===== config.mk =====
export PLATFORM = sky130hd
export DESIGN_NAME = timer_prog
export DESIGN_NICKNAME = d
export VERILOG_FILES = /design/src/rtl/timer_prog.sv
export SDC_FILE = /design/constraint.sdc
export NUM_CORES = 1
export LEC_CHECK = 0
export CAP_MARGIN = 20
export CORE_UTILIZATION = 30
export DETAILED_ROUTE_END_ITERATION = 7
export DONT_BUFFER_PORTS = 1
export HOLD_SLACK_MARGIN = 0.03
export PLACE_DENSITY_LB_ADDON = 0.25
export REMOVE_ABC_BUFFERS = 1
export SLEW_MARGIN = 30
export SYNTH_ARGS = -nofsm -noshare
export SYNTH_HDL_FRONTEND = slang
export SYNTH_SLANG_ARGS = --single-unit

===== constraint.sdc =====
create_clock -name clk -period 1.8 [get_ports clk]
set_input_delay 0.18 -clock clk [delete_from_list [all_inputs] [get_ports clk]]
set_output_delay 0.18 -clock clk [all_outputs]
set_load 0.005 [all_outputs]

===== src/rtl/timer_prog.sv =====
// Programmable up-counting timer with one-shot / auto-reload modes and a done pulse at terminal count.
// Optional tick prescaler compiled in with `define TIMER_PROG_PRESCALE_EN.
module timer_prog #(
   parameter int unsigned WIDTH    = 8,
   parameter int unsigned PRESCALE = 4
) (
   input  logic             clk,
   input  logic             reset,
   input  logic             enable,
   input  logic             start,
   input  logic             stop,
   input  logic             periodic,
   input  logic [WIDTH-1:0] load_val,
   output logic [WIDTH-1:0] count,
   output logic             busy,
   output logic             done
);

   typedef enum logic {IDLE, RUN} state_t;

   state_t           state;
   logic [WIDTH-1:0] terminal;
   logic             mode_periodic;
   logic             tick_c;

   // Elaboration-time guard on parameter ranges
   if (WIDTH < 1 || WIDTH > 32) begin : g_bad_width
      $error("timer_prog: WIDTH out of range 1-32");
   end
   if (PRESCALE < 2 || PRESCALE > 65535) begin : g_bad_prescale
      $error("timer_prog: PRESCALE out of range 2-65535");
   end

`ifdef TIMER_PROG_PRESCALE_EN
   localparam int unsigned PSC_W = $clog2(PRESCALE);

   logic [PSC_W-1:0] psc;
   logic             psc_wrap_c;

   assign psc_wrap_c = (psc == PSC_W'(PRESCALE - 1));
   assign tick_c     = enable && (state == RUN) && psc_wrap_c;

   // Counts enabled RUN cycles; restarts on any start or stop
   always_ff @(posedge clk or posedge reset) begin
      if (reset) begin
         psc <= '0;
      end else if (enable) begin
         if (stop || start) begin
            psc <= '0;
         end else if (state == RUN) begin
            psc <= psc_wrap_c ? '0 : psc + PSC_W'(1);
         end
      end
   end
`else
   assign tick_c = enable && (state == RUN);
`endif

   // Control FSM; stop outranks start, start outranks a coincident tick
   always_ff @(posedge clk or posedge reset) begin
      if (reset) begin
         state         <= IDLE;
         count         <= '0;
         busy          <= 1'b0;
         done          <= 1'b0;
         terminal      <= '0;
         mode_periodic <= 1'b0;
      end else begin
         done <= 1'b0;
         if (enable) begin
            if (stop) begin
               state <= IDLE;
               busy  <= 1'b0;
               count <= '0;
            end else if (start) begin
               state         <= RUN;
               busy          <= 1'b1;
               count         <= '0;
               terminal      <= load_val;
               mode_periodic <= periodic;
            end else if (tick_c) begin
               if (count != terminal) begin
                  count <= count + WIDTH'(1);
               end else begin
                  done  <= 1'b1;
                  count <= '0;
                  if (!mode_periodic) begin
                     state <= IDLE;
                     busy  <= 1'b0;
                  end
               end
            end
         end
      end
   end

endmodule

==> impl_metrics.env <==
export IMPL_drv_slew=0
export IMPL_synthTopCellsByArea="dfrtp_1 (49%), mux2_2 (10%), xnor2_1 (8.1%)"
export IMPL_die_y_um=58.8
export IMPL_synthMuxAreaShare=0.105
export IMPL_ys_seq_elements=19
export IMPL_relSlewSlack=0.510
export IMPL_fin_crit_sh=0.852
export IMPL_hp_class="input port to flip-flop"
export IMPL_critical_path_endpoint_type="flip-flop"
export IMPL_grt_ovfl_total=0
export IMPL_cts_sinks=19
export IMPL_rr_worst_depth=4
export IMPL_grt_setup_unrepaired="no"
export IMPL_grt_pass1_wl_mm=3.66
export IMPL_synth_compound_area_frac=0.0982
export IMPL_grt_max_degree=20
export IMPL_fmax_mhz=652
export IMPL_hp_start="enable"
export IMPL_peakVddDrop_uv=522
export IMPL_leakagePower_nw=0.481
export IMPL_finalSetupTns_ns=0
export IMPL_drive_gt1_frac=0.218
export IMPL_synth_seq_area_share=0.491
export IMPL_layout_nets=117
export IMPL_hold_slack_ns=0.0548
export IMPL_synth_top_area_share=0.491
export IMPL_seq_area_um2=475
export IMPL_synth_xor_area_share=0.118
export IMPL_grt_pass1_vias=772
export IMPL_path_class="flip-flop to flip-flop"
export IMPL_syn_cell_area_um2=968
export IMPL_crit_fanout=7
export IMPL_first_pass_iters=4
export IMPL_die_area_um2=3460
export IMPL_nFillCells=317
export IMPL_rows=20
export IMPL_wl_mm=2.05
export IMPL_initial_core_util=0.317
export IMPL_ff2ff_setup_slack_ns=0.27
export IMPL_syn2layout_area_growth_pct=22.0
export IMPL_outcome="completed"
export IMPL_cts_tree="yes"
export IMPL_place_congestion=0.797
export IMPL_synthDistinctLibCells=26
export IMPL_num_vias=719
export IMPL_syn_inst=83
export IMPL_ant_nets=0
export IMPL_htree_levels=1
export IMPL_clk_pin_slew_ns=0.12
export IMPL_cts_root_buf="clkbuf_4"
export IMPL_reg2reg_to="count[1]"
export IMPL_synth_fa_ha_area_frac=0.0129
export IMPL_io_buffers=0
export IMPL_drv_cap=0
export IMPL_syn_area_per_cell_um2=11.7
export IMPL_yosys_area_share_simple=0.168
export IMPL_finalHoldViolations=0
export IMPL_worst_pin_slew_ns=0.734
export IMPL_clockBufferDepth=2
export IMPL_worstPathArrival_ns=1.74
export IMPL_antenna_found_initial=0
export IMPL_start_kind="flip-flop"
export IMPL_core_um2=3050
export IMPL_pin_count=24
export IMPL_viasPerCell=4.96
export IMPL_synth_top_family_by_area="simple AND/OR/NAND/NOR gates"
export IMPL_setup_viol=0
export IMPL_die_w_um=58.8
export IMPL_min_period_ns=1.53
export IMPL_min_path_cells=2
export IMPL_wl_per_cell_um=14.1
export IMPL_drt_iter0_drc=8
export IMPL_r2r_start="count[2]"
export IMPL_whs_endpoint="state"
export IMPL_mostFrequentLayoutCells="dfrtp_1 (19), dlygate4sd3_1 (10), xnor2_1 (9), mux2_2 (9), nand4_1 (7)"
export IMPL_cts_resized=0
export IMPL_grt_usage=0.140
export IMPL_p_per_area_nw_per_um2=762
export IMPL_cts_made_buffers=3
export IMPL_final_common_cell="dfrtp_1"
export IMPL_required_ns=2.00
export IMPL_num_antenna_cells=0
export IMPL_fin_worst_skew_ns=0.00517
export IMPL_yosysTopAreaCell="dfrtp_1"
export IMPL_multi_input_area_um2=485
export IMPL_hpwlAfterDp_mm=1.64
export IMPL_yosys_warnings=0
export IMPL_clk_latency_ns=0.30
export IMPL_route_detailed_drc=0
## metal layers
layer	up-vias	GRT usage	part of all wire	routed length, um
met2	26	0.206	0.43	886
met4	0	0.0204	0	0
met1	349	0.193	0.47	960
met3	0	0.0637	0.097	199
li1	344	-	-	-
met5	-	0	0	0
## registers in the layout (all words and copies together), names as in the netlist
signal,cells
done,1
state,1
terminal,8
count,8
mode_periodic,1
## cell type report
class | count | area share
Clock buffer | 3 | 0.0191
Clock inverter | 1 | 0.00424
Inverter | 2 | 0.00636
Multi-Input combinational cell | 62 | 0.411
Sequential cell | 19 | 0.403
Tap cell | 44 | 0.0466
Timing Repair Buffer | 14 | 0.110
## logic make-up after synthesis
kind of cell | Yosys count
buffers and inverters | 2
flip-flops | 19
AO/OA/AOI/OAI | 11
multiplexers | 9
adder cells (fa/ha/maj) | 1
XOR/XNOR | 13
AND/OR/NAND/NOR | 28
## cell usage after synthesis (all sizes together)
library cell  count
o211a             1
xnor2             9
o21ai             4
o311ai            2
inv               2
ha                1
or2               1
xor2              4
nand3             4
and4bb            1
o31ai             2
a32o              1
nor4              1
and2b             1
o31a              1
nand4             7
nor2              5
dfrtp            19
mux2              9
and3              1
nand2             6
nand2b            1
## how the worst max path moves through the flow
stage | startpoint | endpoint | slack [ns] | cells after the start
2_1_floorplan | count[0] | count[1] | 0.43 | 4
3_3_place_gp | count[6] | count[1] | 0.30 | 4
3_5_place_dp | count[2] | count[1] | 0.27 | 4
4_1_cts | count[2] | count[1] | 0.25 | 4
5_1_grt | count[6] | state | 0.08 | 4
6_report | count[2] | count[1] | 0.27 | 4
## where the power goes
part	total, mW	switching [mW]	leakage (nW)	internal, mW
Sequential	0.511	0.0386	0.243	0.472
Combinational	0.166	0.0758	0.220	0.0906
Clock	0.223	0.140	0.0177	0.0829
Total	0.900	0.254	0.481	0.646
## through the flow
stage               setup WS, ns  power, mW  utilization  cell area, um2  instances
floorplan                  0.432      0.630            -             968         83
detailed placement         0.270      0.674        0.345            1050        131
CTS                        0.245      0.913        0.387            1180        145
global placement           0.299      0.668        0.345            1050        131
global route              0.0848      0.958        0.387            1180        145
finish                     0.266      0.900        0.387            1180        145
## critical path, stage by stage, from the launching register on
cell and delay (ns):
dfrtp_1 0.50, xnor2_1 0.25, nand4_1 0.18, or2_1 0.27, a32o_1 0.25
## timing repair
action / CTS / global route
hold buffers: 10 / 0
buffers inserted: 0 / 0
endpoints found under the hold margin: 28 / 0
(Power assumes the default switching activity.)
